$ cat src/rtl/ticktocktokens_prog_loader_if.sv
// ticktocktokens_prog_loader_if: programming stream in, config-memory write ports and status out
interface ticktocktokens_prog_loader_if #(
  parameter int NUM_PROCESSORS  = 10,
  parameter int NUM_CONNECTIONS = 50,
  parameter int NEW_TOKENS_BITS = 4,
  parameter int PROG_HEADER     = 4,
  parameter int PROG_BITS       = 8
);
  localparam int PW = $clog2(NUM_PROCESSORS);
  localparam int CW = $clog2(NUM_CONNECTIONS);
  logic                       prog_valid;
  logic [PROG_HEADER-1:0]     prog_header;
  logic [PROG_BITS-1:0]       prog_data;
  logic                       proc_we;
  logic [PW-1:0]              proc_addr;
  logic [1:0]                 proc_field;
  logic [PROG_BITS-1:0]       proc_wdata;
  logic                       conn_we;
  logic [CW-1:0]              conn_addr;
  logic [PW-1:0]              conn_src;
  logic [PW-1:0]              conn_tgt;
  logic [NEW_TOKENS_BITS-1:0] conn_tokens;
  logic                       conn_type;
  logic                       run;
  logic                       error;
  logic                       conn_full;
  modport master (
    output prog_valid, prog_header, prog_data,
    input  proc_we, proc_addr, proc_field, proc_wdata,
    input  conn_we, conn_addr, conn_src, conn_tgt, conn_tokens, conn_type,
    input  run, error, conn_full
  );
  modport slave (
    input  prog_valid, prog_header, prog_data,
    output proc_we, proc_addr, proc_field, proc_wdata,
    output conn_we, conn_addr, conn_src, conn_tgt, conn_tokens, conn_type,
    output run, error, conn_full
  );
endinterface

$ cat src/rtl/ticktocktokens_prog_loader.sv
// ticktocktokens_prog_loader: decodes header/data pairs into processor and connection config writes
module ticktocktokens_prog_loader #(
  parameter int NUM_PROCESSORS  = 10,
  parameter int NUM_CONNECTIONS = 50,
  parameter int NEW_TOKENS_BITS = 4,
  parameter int TOKENS_BITS     = 8,
  parameter int DURATION_BITS   = 8,
  parameter int PROG_HEADER     = 4,
  parameter int PROG_BITS       = 8
) (
  input logic clock_fast,
  input logic reset,
  ticktocktokens_prog_loader_if.slave bus
);
  localparam int PW = $clog2(NUM_PROCESSORS);
  localparam int CW = $clog2(NUM_CONNECTIONS);
  localparam logic [1:0] IDLE = 2'd0, HAVE_SRC = 2'd1, HAVE_TGT = 2'd2;
  localparam logic [PROG_HEADER-1:0] H_NOP = PROG_HEADER'(0), H_SEL = PROG_HEADER'(1),
    H_GOOD = PROG_HEADER'(2), H_BAD = PROG_HEADER'(3), H_DUR = PROG_HEADER'(4),
    H_PTR = PROG_HEADER'(5), H_SRC = PROG_HEADER'(6), H_TGT = PROG_HEADER'(7),
    H_WEIGHT = PROG_HEADER'(8), H_CTRL = PROG_HEADER'(15);
  localparam logic [PROG_BITS-1:0] NP_L = PROG_BITS'(NUM_PROCESSORS);
  localparam logic [PROG_BITS-1:0] NC_L = PROG_BITS'(NUM_CONNECTIONS);
  localparam logic [PROG_BITS-1:0] TOK_MASK = PROG_BITS'((64'd1 << TOKENS_BITS) - 64'd1);
  localparam logic [PROG_BITS-1:0] DUR_MASK = PROG_BITS'((64'd1 << DURATION_BITS) - 64'd1);
  localparam logic [CW-1:0] LAST = CW'(NUM_CONNECTIONS - 1);

  logic [PROG_HEADER-1:0] hdr;
  logic [PROG_BITS-1:0] dat;
  logic is_cmd, proc_ok;
  logic [PW-1:0] proc_sel_q, proc_sel_d, src_q, src_d, tgt_q, tgt_d;
  logic [CW-1:0] conn_ptr_q, conn_ptr_d;
  logic [1:0] state_q, state_d;
  logic proc_we_q, proc_we_d, conn_we_q, conn_we_d;
  logic [PW-1:0] proc_addr_q, proc_addr_d, conn_src_q, conn_src_d, conn_tgt_q, conn_tgt_d;
  logic [1:0] proc_field_q, proc_field_d;
  logic [PROG_BITS-1:0] proc_wdata_q, proc_wdata_d;
  logic [CW-1:0] conn_addr_q, conn_addr_d;
  logic [NEW_TOKENS_BITS-1:0] conn_tokens_q, conn_tokens_d;
  logic conn_type_q, conn_type_d, run_q, run_d, error_q, error_d, conn_full_q, conn_full_d;

  assign hdr = bus.prog_header;
  assign dat = bus.prog_data;
  assign is_cmd = hdr >= H_SEL && hdr <= H_WEIGHT;
  assign proc_ok = dat < NP_L;

  // Next-state decode: CTRL always honoured, config headers locked out while running
  always_comb begin
    proc_sel_d = proc_sel_q;
    src_d = src_q;
    tgt_d = tgt_q;
    conn_ptr_d = conn_ptr_q;
    state_d = state_q;
    proc_we_d = 1'b0;
    proc_addr_d = proc_addr_q;
    proc_field_d = proc_field_q;
    proc_wdata_d = proc_wdata_q;
    conn_we_d = 1'b0;
    conn_addr_d = conn_addr_q;
    conn_src_d = conn_src_q;
    conn_tgt_d = conn_tgt_q;
    conn_tokens_d = conn_tokens_q;
    conn_type_d = conn_type_q;
    run_d = run_q;
    error_d = error_q;
    conn_full_d = conn_full_q;
    if (bus.prog_valid) begin
      if (hdr == H_CTRL) begin
        run_d = dat[0];
        error_d = error_q & ~dat[1];
      end else if (run_q && is_cmd) begin
        error_d = 1'b1;
      end else begin
        case (hdr)
          H_NOP: ;
          H_SEL: begin
            if (proc_ok) proc_sel_d = dat[PW-1:0];
            else error_d = 1'b1;
          end
          H_GOOD, H_BAD, H_DUR: begin
            proc_we_d = 1'b1;
            proc_addr_d = proc_sel_q;
            proc_field_d = 2'(hdr - H_GOOD);
            proc_wdata_d = dat & (hdr == H_DUR ? DUR_MASK : TOK_MASK);
          end
          H_PTR: begin
            if (dat < NC_L) begin
              conn_ptr_d = dat[CW-1:0];
              conn_full_d = 1'b0;
              state_d = IDLE;
            end else error_d = 1'b1;
          end
          H_SRC: begin
            src_d = proc_ok ? dat[PW-1:0] : src_q;
            state_d = proc_ok ? HAVE_SRC : IDLE;
            error_d = error_q | ~proc_ok;
          end
          H_TGT: begin
            tgt_d = (proc_ok && state_q == HAVE_SRC) ? dat[PW-1:0] : tgt_q;
            state_d = (proc_ok && state_q == HAVE_SRC) ? HAVE_TGT : IDLE;
            error_d = error_q | ~(proc_ok && state_q == HAVE_SRC);
          end
          H_WEIGHT: begin
            state_d = IDLE;
            if (state_q == HAVE_TGT && !conn_full_q) begin
              conn_we_d = 1'b1;
              conn_addr_d = conn_ptr_q;
              conn_src_d = src_q;
              conn_tgt_d = tgt_q;
              conn_tokens_d = dat[NEW_TOKENS_BITS-1:0];
              conn_type_d = dat[NEW_TOKENS_BITS];
              if (conn_ptr_q == LAST) conn_full_d = 1'b1;
              else conn_ptr_d = conn_ptr_q + 1'b1;
            end else error_d = 1'b1;
          end
          default: error_d = 1'b1;
        endcase
      end
    end
  end

  // State and registered outputs; reset wipes partial records and any pending strobe
  always_ff @(posedge clock_fast or posedge reset) begin
    if (reset) begin
      proc_sel_q <= '0;
      src_q <= '0;
      tgt_q <= '0;
      conn_ptr_q <= '0;
      state_q <= IDLE;
      proc_we_q <= 1'b0;
      proc_addr_q <= '0;
      proc_field_q <= '0;
      proc_wdata_q <= '0;
      conn_we_q <= 1'b0;
      conn_addr_q <= '0;
      conn_src_q <= '0;
      conn_tgt_q <= '0;
      conn_tokens_q <= '0;
      conn_type_q <= 1'b0;
      run_q <= 1'b0;
      error_q <= 1'b0;
      conn_full_q <= 1'b0;
    end else begin
      proc_sel_q <= proc_sel_d;
      src_q <= src_d;
      tgt_q <= tgt_d;
      conn_ptr_q <= conn_ptr_d;
      state_q <= state_d;
      proc_we_q <= proc_we_d;
      proc_addr_q <= proc_addr_d;
      proc_field_q <= proc_field_d;
      proc_wdata_q <= proc_wdata_d;
      conn_we_q <= conn_we_d;
      conn_addr_q <= conn_addr_d;
      conn_src_q <= conn_src_d;
      conn_tgt_q <= conn_tgt_d;
      conn_tokens_q <= conn_tokens_d;
      conn_type_q <= conn_type_d;
      run_q <= run_d;
      error_q <= error_d;
      conn_full_q <= conn_full_d;
    end
  end

  assign bus.proc_we = proc_we_q;
  assign bus.proc_addr = proc_addr_q;
  assign bus.proc_field = proc_field_q;
  assign bus.proc_wdata = proc_wdata_q;
  assign bus.conn_we = conn_we_q;
  assign bus.conn_addr = conn_addr_q;
  assign bus.conn_src = conn_src_q;
  assign bus.conn_tgt = conn_tgt_q;
  assign bus.conn_tokens = conn_tokens_q;
  assign bus.conn_type = conn_type_q;
  assign bus.run = run_q;
  assign bus.error = error_q;
  assign bus.conn_full = conn_full_q;
endmodule
$ cat src/flat_wrapper.sv
// flat-port wrapper written by rule: the top's interface ports become plain ports
module ticktocktokens_prog_loader_flat 
#(
  parameter int NUM_PROCESSORS  = 10,
  parameter int NUM_CONNECTIONS = 50,
  parameter int NEW_TOKENS_BITS = 4,
  parameter int TOKENS_BITS     = 8,
  parameter int DURATION_BITS   = 8,
  parameter int PROG_HEADER     = 4,
  parameter int PROG_BITS       = 8
)
  (clock_fast, reset, bus_prog_valid, bus_prog_header, bus_prog_data, bus_proc_we, bus_proc_addr, bus_proc_field, bus_proc_wdata, bus_conn_we, bus_conn_addr, bus_conn_src, bus_conn_tgt, bus_conn_tokens, bus_conn_type, bus_run, bus_error, bus_conn_full);
  ticktocktokens_prog_loader_if #(.NUM_PROCESSORS(NUM_PROCESSORS), .NUM_CONNECTIONS(NUM_CONNECTIONS), .NEW_TOKENS_BITS(NEW_TOKENS_BITS), .PROG_HEADER(PROG_HEADER), .PROG_BITS(PROG_BITS)) bus_i ();
  input logic clock_fast;
  input logic reset;
  input wire logic [$bits(bus_i.prog_valid)-1:0] bus_prog_valid;
  input wire logic [$bits(bus_i.prog_header)-1:0] bus_prog_header;
  input wire logic [$bits(bus_i.prog_data)-1:0] bus_prog_data;
  output wire logic [$bits(bus_i.proc_we)-1:0] bus_proc_we;
  output wire logic [$bits(bus_i.proc_addr)-1:0] bus_proc_addr;
  output wire logic [$bits(bus_i.proc_field)-1:0] bus_proc_field;
  output wire logic [$bits(bus_i.proc_wdata)-1:0] bus_proc_wdata;
  output wire logic [$bits(bus_i.conn_we)-1:0] bus_conn_we;
  output wire logic [$bits(bus_i.conn_addr)-1:0] bus_conn_addr;
  output wire logic [$bits(bus_i.conn_src)-1:0] bus_conn_src;
  output wire logic [$bits(bus_i.conn_tgt)-1:0] bus_conn_tgt;
  output wire logic [$bits(bus_i.conn_tokens)-1:0] bus_conn_tokens;
  output wire logic [$bits(bus_i.conn_type)-1:0] bus_conn_type;
  output wire logic [$bits(bus_i.run)-1:0] bus_run;
  output wire logic [$bits(bus_i.error)-1:0] bus_error;
  output wire logic [$bits(bus_i.conn_full)-1:0] bus_conn_full;
  assign bus_i.prog_valid = bus_prog_valid;
  assign bus_i.prog_header = bus_prog_header;
  assign bus_i.prog_data = bus_prog_data;
  assign bus_proc_we = bus_i.proc_we;
  assign bus_proc_addr = bus_i.proc_addr;
  assign bus_proc_field = bus_i.proc_field;
  assign bus_proc_wdata = bus_i.proc_wdata;
  assign bus_conn_we = bus_i.conn_we;
  assign bus_conn_addr = bus_i.conn_addr;
  assign bus_conn_src = bus_i.conn_src;
  assign bus_conn_tgt = bus_i.conn_tgt;
  assign bus_conn_tokens = bus_i.conn_tokens;
  assign bus_conn_type = bus_i.conn_type;
  assign bus_run = bus_i.run;
  assign bus_error = bus_i.error;
  assign bus_conn_full = bus_i.conn_full;
  ticktocktokens_prog_loader #(.NUM_PROCESSORS(NUM_PROCESSORS), .NUM_CONNECTIONS(NUM_CONNECTIONS), .NEW_TOKENS_BITS(NEW_TOKENS_BITS), .TOKENS_BITS(TOKENS_BITS), .DURATION_BITS(DURATION_BITS), .PROG_HEADER(PROG_HEADER), .PROG_BITS(PROG_BITS)) u_core (.clock_fast(clock_fast), .reset(reset), .bus(bus_i));
endmodule
$ cat config.mk
export PLATFORM = sky130hd
export DESIGN_NAME = ticktocktokens_prog_loader_flat
export DESIGN_NICKNAME = d
export VERILOG_FILES = /design/src/rtl/ticktocktokens_prog_loader_if.sv /design/src/rtl/ticktocktokens_prog_loader.sv /design/src/flat_wrapper.sv
export SDC_FILE = /design/constraint.sdc
export NUM_CORES = 1
export LEC_CHECK = 0
export ABC_AREA = 0
export CAP_MARGIN = 10
export CELL_PAD_IN_SITES_DETAIL_PLACEMENT = 0
export CELL_PAD_IN_SITES_GLOBAL_PLACEMENT = 1
export CORE_MARGIN = 2
export CORE_UTILIZATION = 41
export CTS_CLUSTER_DIAMETER = 60
export DETAILED_ROUTE_END_ITERATION = 8
export GPL_ROUTABILITY_DRIVEN = 0
export PLACE_DENSITY_LB_ADDON = 0.1
export SLEW_MARGIN = 30
export SYNTH_ARGS = -nofsm -noshare
export SYNTH_HDL_FRONTEND = slang
export SYNTH_SLANG_ARGS = --single-unit
$ cat constraint.sdc
create_clock -name clock_fast -period 2.55 [get_ports clock_fast]
set_clock_uncertainty 0.05 [all_clocks]
set_input_delay 0.3825 -clock clock_fast [delete_from_list [all_inputs] [get_ports clock_fast]]
set_output_delay 0.3825 -clock clock_fast [all_outputs]
set_load 0.05 [all_outputs]
==> results of run 1 <==
final cells by class:
cell class / count / area, um^2 / area share, %
inverters: 9 / 33.8 / 0.927
multi-input cells: 129 / 1120 / 30.7
well taps: 77 / 96.3 / 2.64
repair buffers: 76 / 738 / 20.3
clock inverters: 2 / 35.0 / 0.962
clock buffers: 13 / 169 / 4.64
flip-flops and latches: 58 / 1450 / 39.8
critical path: stages:
cell and delay, ns:
clkdlybuf4s50_1 0.48, buf_4 0.20, o21ba_2 0.21, o21ai_2 0.18, nand2_4 0.13, nor4_4 0.47, mux2_2 0.39
worst paths after layout:
path,start,to,depth (start not counted)
setup / recovery,bus_prog_header[0],u_core.tgt_q[1],7
hold / removal,reset,u_core.bus.conn_addr[1],3
setup reg to reg,u_core.bus.run,u_core.tgt_q[1],4
hold reg to reg,u_core.bus.conn_addr[2],u_core.bus.conn_addr[2],1
max in group asynchronous,reset,u_core.bus.proc_wdata[2],3
min in group clock_fast,u_core.bus.conn_addr[2],u_core.bus.conn_addr[2],1
stage by stage:
step	util, %	hold slack (ns)	setup TNS [ns]	std cells
floorplan	-	0.402	0	204
global placement	54.5	0.417	-0.162	349
detailed placement	54.5	0.425	-0.395	349
CTS	57.7	0.385	0	364
global route	57.7	0.395	0	364
finish	57.7	0.376	0	364
sequential cells by signal, indices dropped and copies added (netlist names), 2 cells and up:
signal                  count
u_core.bus.conn_addr        6
u_core.bus.conn_src         4
u_core.bus.conn_tgt         4
u_core.bus.conn_tokens      4
u_core.bus.proc_addr        4
u_core.bus.proc_field       2
u_core.bus.proc_wdata       8
u_core.conn_ptr_q           6
u_core.proc_sel_q           4
u_core.src_q                4
u_core.state_q              2
u_core.tgt_q                4
kinds of logic (layout without fill, tap and decap cells):
kind of cell | after synthesis | in the layout
compound gates | 38 | 38
fa+ha+maj | 2 | 2
buf+inv | 17 | 100
flops | 58 | 58
mux | 48 | 48
simple gates | 41 | 41
power breakdown:
group,switching [mW],internal (mW)
clock,0.332,0.525
sequential,0.0468,0.986
combinational,0.311,0.193
total,0.690,1.70
cells in the mapped netlist (all sizes together), types with 2 or more instances:
library cell	number
mux2	46
nor3	5
mux2i	2
nand4	2
nand2	8
a21o	2
o21ai	14
nor2b	2
nor2	6
o22ai	2
dfrtp	58
a22oi	2
o211ai	2
nor4	2
nand3	6
nand2b	2
and2	2
inv	9
and3	2
ha	2
a221oi	2
buf	7
a21oi	4
routing by layer:
layer | track usage [%] | wire length [um] | share of wire (%) | vias to the layer above
met5 | 0 | 0 | 0 | -
met4 | 6.35 | 74 | 1.3 | 0
met3 | 4.33 | 243 | 4.3 | 8
met2 | 24.7 | 2540 | 45 | 45
met1 | 25.6 | 2850 | 50 | 936
li1 | - | - | - | 911
==> impl_metrics.ini, run 1 <==
[outcome]
outcome = finished clean

[cts]
cts_tree = done
cts.path.max_buffers = 2
clock-sinks = 58
numCtsBuffers = 9
ctsResizeCount = 0
htreeDepth = 3
clock_latency_ns = 0.32
root_buffer = clkbuf_8
post_cts_buffers = 0
clk_pin_slew_worst_paths_ns = 0.06
hold_buffers = 0

[synth]
synth_nets = 221
yosys_warnings = 0
yosys.area_share.xor_xnor_pct = 0
synth_cell_type_count = 47
synth_edf_count = 0
synthMuxAreaShare_pct = 20.3
post_synth.cell_area_avg_um2 = 13.0
yosys.area_share.simple_pct = 10.6
ys_seq_area_share_pct = 54.7
async_flop_share_pct = 100
yosysTopAreaCellShare_pct = 54.7
synth_top_family_by_area = multiplexers
synth_cells = 204
synthTopCellsByArea = dfrtp_1 (55%), mux2_2 (15%), mux2_1 (4.7%)
synth.cell_area_um2 = 2650
synthFlopType = dfrtp_1
ys_ff_latch = 58
synth_compound_area_share_pct = 10.4
yosysTopAreaCell = dfrtp_1
synth_adder_area_share_pct = 0.943

[sta]
finalCritPeriodShare_pct = 90.0
fmax_mhz = 436
worst_slew_pin_slew_ns = 0.516
relSlewSlack_pct = 65.5
rsz0062_at_grt = no
setup_violations = 0
setup_slack_ns = 0.256
slew_violations = 0
min_period_ns = 2.29
hold_viol = 0

[die]
rows = 29
pin_count = 53
die_w_um = 84.4
core_um2 = 6310
fp.dieArea_um2 = 7130
die_h_um = 84.4
start_util_pct = 42.0

[cells_and_area]
nFillCells = 552
design_area_um2 = 3640
drive_gt1_share_pct = 30.0
nets = 300
final_common_cell = dfrtp_1
syn2layout_area_growth_pct = 37.4
mostFrequentLayoutCells = dfrtp_1 (58), clkdlybuf4s50_1 (52), mux2_2 (35), buf_4 (21), o21ai_0 (13)
antenna_cells = 0

[route]
drt_pass1_iterations = 4
num_vias = 1900
wire_per_inst_um = 15.7
via_per_inst = 5.22
ant_nets = 0
drt_iter0_drc = 82
drc = 0
routed_wl_mm = 5.71

[global_route]
grt_max_degree = 59
grt_first_pass_wirelength_mm = 9.65
antenna_found_initial = 0
overflow = 0
track_usage_pct = 17.3
grt_pass1_vias = 1947

[placed_design]
pre_cts_ws_ns = -0.0456
place_area_um2 = 3440
post-dp-hpwl_mm = 4.06
port_buffers = 52

[power_and_ir_drop]
p_total_mw = 2.39
ir_drop_mv = 0.403
p_per_area_nw_per_um2 = 657
p_leak_nw = 1.67

[worst_setup_path]
r2r_setup_slack_ns = 0.55
crit_fanout = 7
critPathArrivalTime_ns = 2.45
worstPathRequired_ns = 2.70
critical_path_class = input pin to flop
critPathCaptureType = flop
cp-start-kind = input pin

[run]
cap_violations = 0

[hold_path]
hp-class = input pin to async pin
Note: power is estimated with default switching activity, not from simulation.
==> run 2: changes to the inputs <==
--- a/config.mk
+++ b/config.mk
@@ -10,7 +10,7 @@
 export CELL_PAD_IN_SITES_DETAIL_PLACEMENT = 0
 export CELL_PAD_IN_SITES_GLOBAL_PLACEMENT = 1
 export CORE_MARGIN = 2
-export CORE_UTILIZATION = 41
+export CORE_UTILIZATION = 25
 export CTS_CLUSTER_DIAMETER = 60
 export DETAILED_ROUTE_END_ITERATION = 8
 export GPL_ROUTABILITY_DRIVEN = 0
==> run 2 against run 1 <==
  * First-iteration DRC count fell by 32%
  * Global-route usage fell by 4.4 points
  * Count of clock-buffer cells in the layout fell by 3
  * Hold slack improved by 0.0027 ns
  * Register-to-register slack improved by 0.03 ns
  * Setup slack improved by 0.028 ns
  * Routed wire length rose by 17%
  * Design area rose by 3.1%
  * Die area rose by 61%
  * Maximum frequency rose by 1.2%
  * Largest cell class unchanged
==> impl_metrics.ini, run 2 (synthesis results as in run 1) <==
[worst_setup_path]
worstSetupStartpoint = bus_prog_header[1]
crit_end = u_core.conn_ptr_q[2]
r2r-start = u_core.bus.conn_full
worstPathRequired_ns = 2.75
r2r_setup_slack_ns = 0.58
crit_fanout = 12
cp-start-kind = input pin
reg2reg_to = u_core.bus.error
critPathCaptureType = flop
rr_worst_depth = 5
critical_path_class = input pin to flop
critPathArrivalTime_ns = 2.46

[cts]
clk_pin_slew_worst_paths_ns = 0.07
cts_tree = done
numCtsBuffers = 9
cts.path.max_buffers = 2
clock_latency_ns = 0.33
clock-sinks = 58
post_cts_buffers = 0
htreeDepth = 3
root_buffer = clkbuf_8
hold_buffers = 0
ctsResizeCount = 0

[global_route]
grt_pass1_vias = 2080
track_usage_pct = 13.0
grt_max_degree = 59
antenna_found_initial = 0
overflow = 0
grt_first_pass_wirelength_mm = 11.2

[sta]
setup_slack_ns = 0.283
fmax_mhz = 441
whs_ns = 0.379
finalCritPeriodShare_pct = 88.9
rsz0062_at_grt = no
worst_slew_pin_slew_ns = 0.522
hold_viol = 0
relSlewSlack_pct = 65.1
slew_violations = 0
min_period_ns = 2.27
setup_violations = 0

[outcome]
outcome = finished clean

[placed_design]
place_area_um2 = 3530
port_buffers = 52
pre_cts_ws_ns = -0.126
post-dp-hpwl_mm = 4.72

[die]
fp.dieArea_um2 = 11500
core_um2 = 10300
rows = 37
start_util_pct = 25.7
pin_count = 53
die_h_um = 107
die_w_um = 107

[power_and_ir_drop]
pwr-share-comb_pct = 20.2
p_leak_nw = 1.69
ir_drop_mv = 0.316
switching_share_pct = 30.3
p_seq_share_pct = 41.0
power.switching_uw = 765
power.share.clock_pct = 38.8
p_per_area_nw_per_um2 = 672
p_int_mw = 1.76

[route]
drt_iter0_drc = 56
drc = 0
drt_pass1_iterations = 4
wire_per_inst_um = 15.7
routed_wl_mm = 6.70
num_vias = 1898
ant_nets = 0
via_per_inst = 4.46

[cells_and_area]
mostFrequentLayoutCells = dfrtp_1 (58), clkdlybuf4s50_1 (52), mux2_2 (35), buf_4 (23), o21ai_0 (13)
antenna_cells = 0
design_area_um2 = 3750
final_core_util_pct = 36.4
largest_reg_flops = 8
final_common_cell = dfrtp_1
nets = 302
syn2layout_area_growth_pct = 41.6
drive_gt1_share_pct = 31.0

[run]
cap_violations = 0

[hold_path]
hp-class = input pin to async pin
## run 2: cell count changes in the layout (fill, tap and decap cells not counted)
cell,before,now
clkinvlp_4,0,2
inv_6,0,1
bufinv_16,1,2
clkbuf_1,1,0
clkbuf_8,12,10
buf_4,21,23
## run 2: critical path, stage by stage
cell and delay, ns:
clkdlybuf4s50_1 0.48, buf_4 0.17, nor4b_2 0.40, buf_4 0.25, o311a_1 0.19, o211a_1 0.27
o21ai_0 0.12, a22oi_1 0.20
## run 2: per-layer routing
layer,vias up,global-route usage [%],routed length (um)
met1,944,18.5,3310
li1,911,-,-
met2,34,19.0,3050
met3,9,2.13,191
met4,0,6.31,135
met5,-,0,0
## run 2: final cells by class
type | count | area [um^2]
clock buffer | 10 | 138
clock inverter | 6 | 88.8
fill | 1031 | 6570
inverter | 9 | 33.8
multi-input combinational | 129 | 1120
sequential | 58 | 1450
tap | 136 | 170
timing repair buffer | 78 | 753
## run 2: per-stage QoR
step / TNS (ns) / power, mW / std cells
after floorplan: 0 / 1.36 / 204
after global placement: -0.219 / 1.57 / 410
after detailed placement: -0.363 / 1.57 / 410
after CTS: 0 / 2.57 / 426
after global routing: 0 / 2.66 / 426
final: 0 / 2.52 / 426
## run 2: worst min-delay path by stage
stage	from	endpoint	slack, ns	cells past startpoint
3_3_place_gp	u_core.bus.conn_addr[2]	u_core.bus.conn_addr[2]	0.42	1
5_1_grt	reset	u_core.bus.conn_src[1]	0.40	3
6_report	reset	u_core.bus.conn_tgt[2]	0.38	3
4_1_cts	reset	u_core.bus.conn_src[1]	0.38	3
2_1_floorplan	u_core.tgt_q[3]	u_core.tgt_q[3]	0.40	1
3_5_place_dp	u_core.tgt_q[3]	u_core.tgt_q[3]	0.42	1
## run 2: power by group through the flow
| stage | Clock, mW | Sequential (mW) | Combinational [mW] |
|---|---|---|---|
| after detailed placement | 0 | 1.05 | 0.514 |
| after global routing | 1.07 | 1.04 | 0.544 |
| after CTS | 1.02 | 1.04 | 0.517 |
| after global placement | 0 | 1.05 | 0.516 |
| final | 0.980 | 1.03 | 0.509 |
| after floorplan | 0 | 1.21 | 0.147 |
==> run 3: changes to the inputs <==
--- a/config.mk
+++ b/config.mk
@@ -10,7 +10,7 @@
 export CELL_PAD_IN_SITES_DETAIL_PLACEMENT = 0
 export CELL_PAD_IN_SITES_GLOBAL_PLACEMENT = 1
 export CORE_MARGIN = 2
-export CORE_UTILIZATION = 25
+export CORE_UTILIZATION = 41
 export CTS_CLUSTER_DIAMETER = 60
 export DETAILED_ROUTE_END_ITERATION = 8
 export GPL_ROUTABILITY_DRIVEN = 0
==> results of run 3 <==
Same layout as run 1: the final DEF is identical, and so are final timing and power.
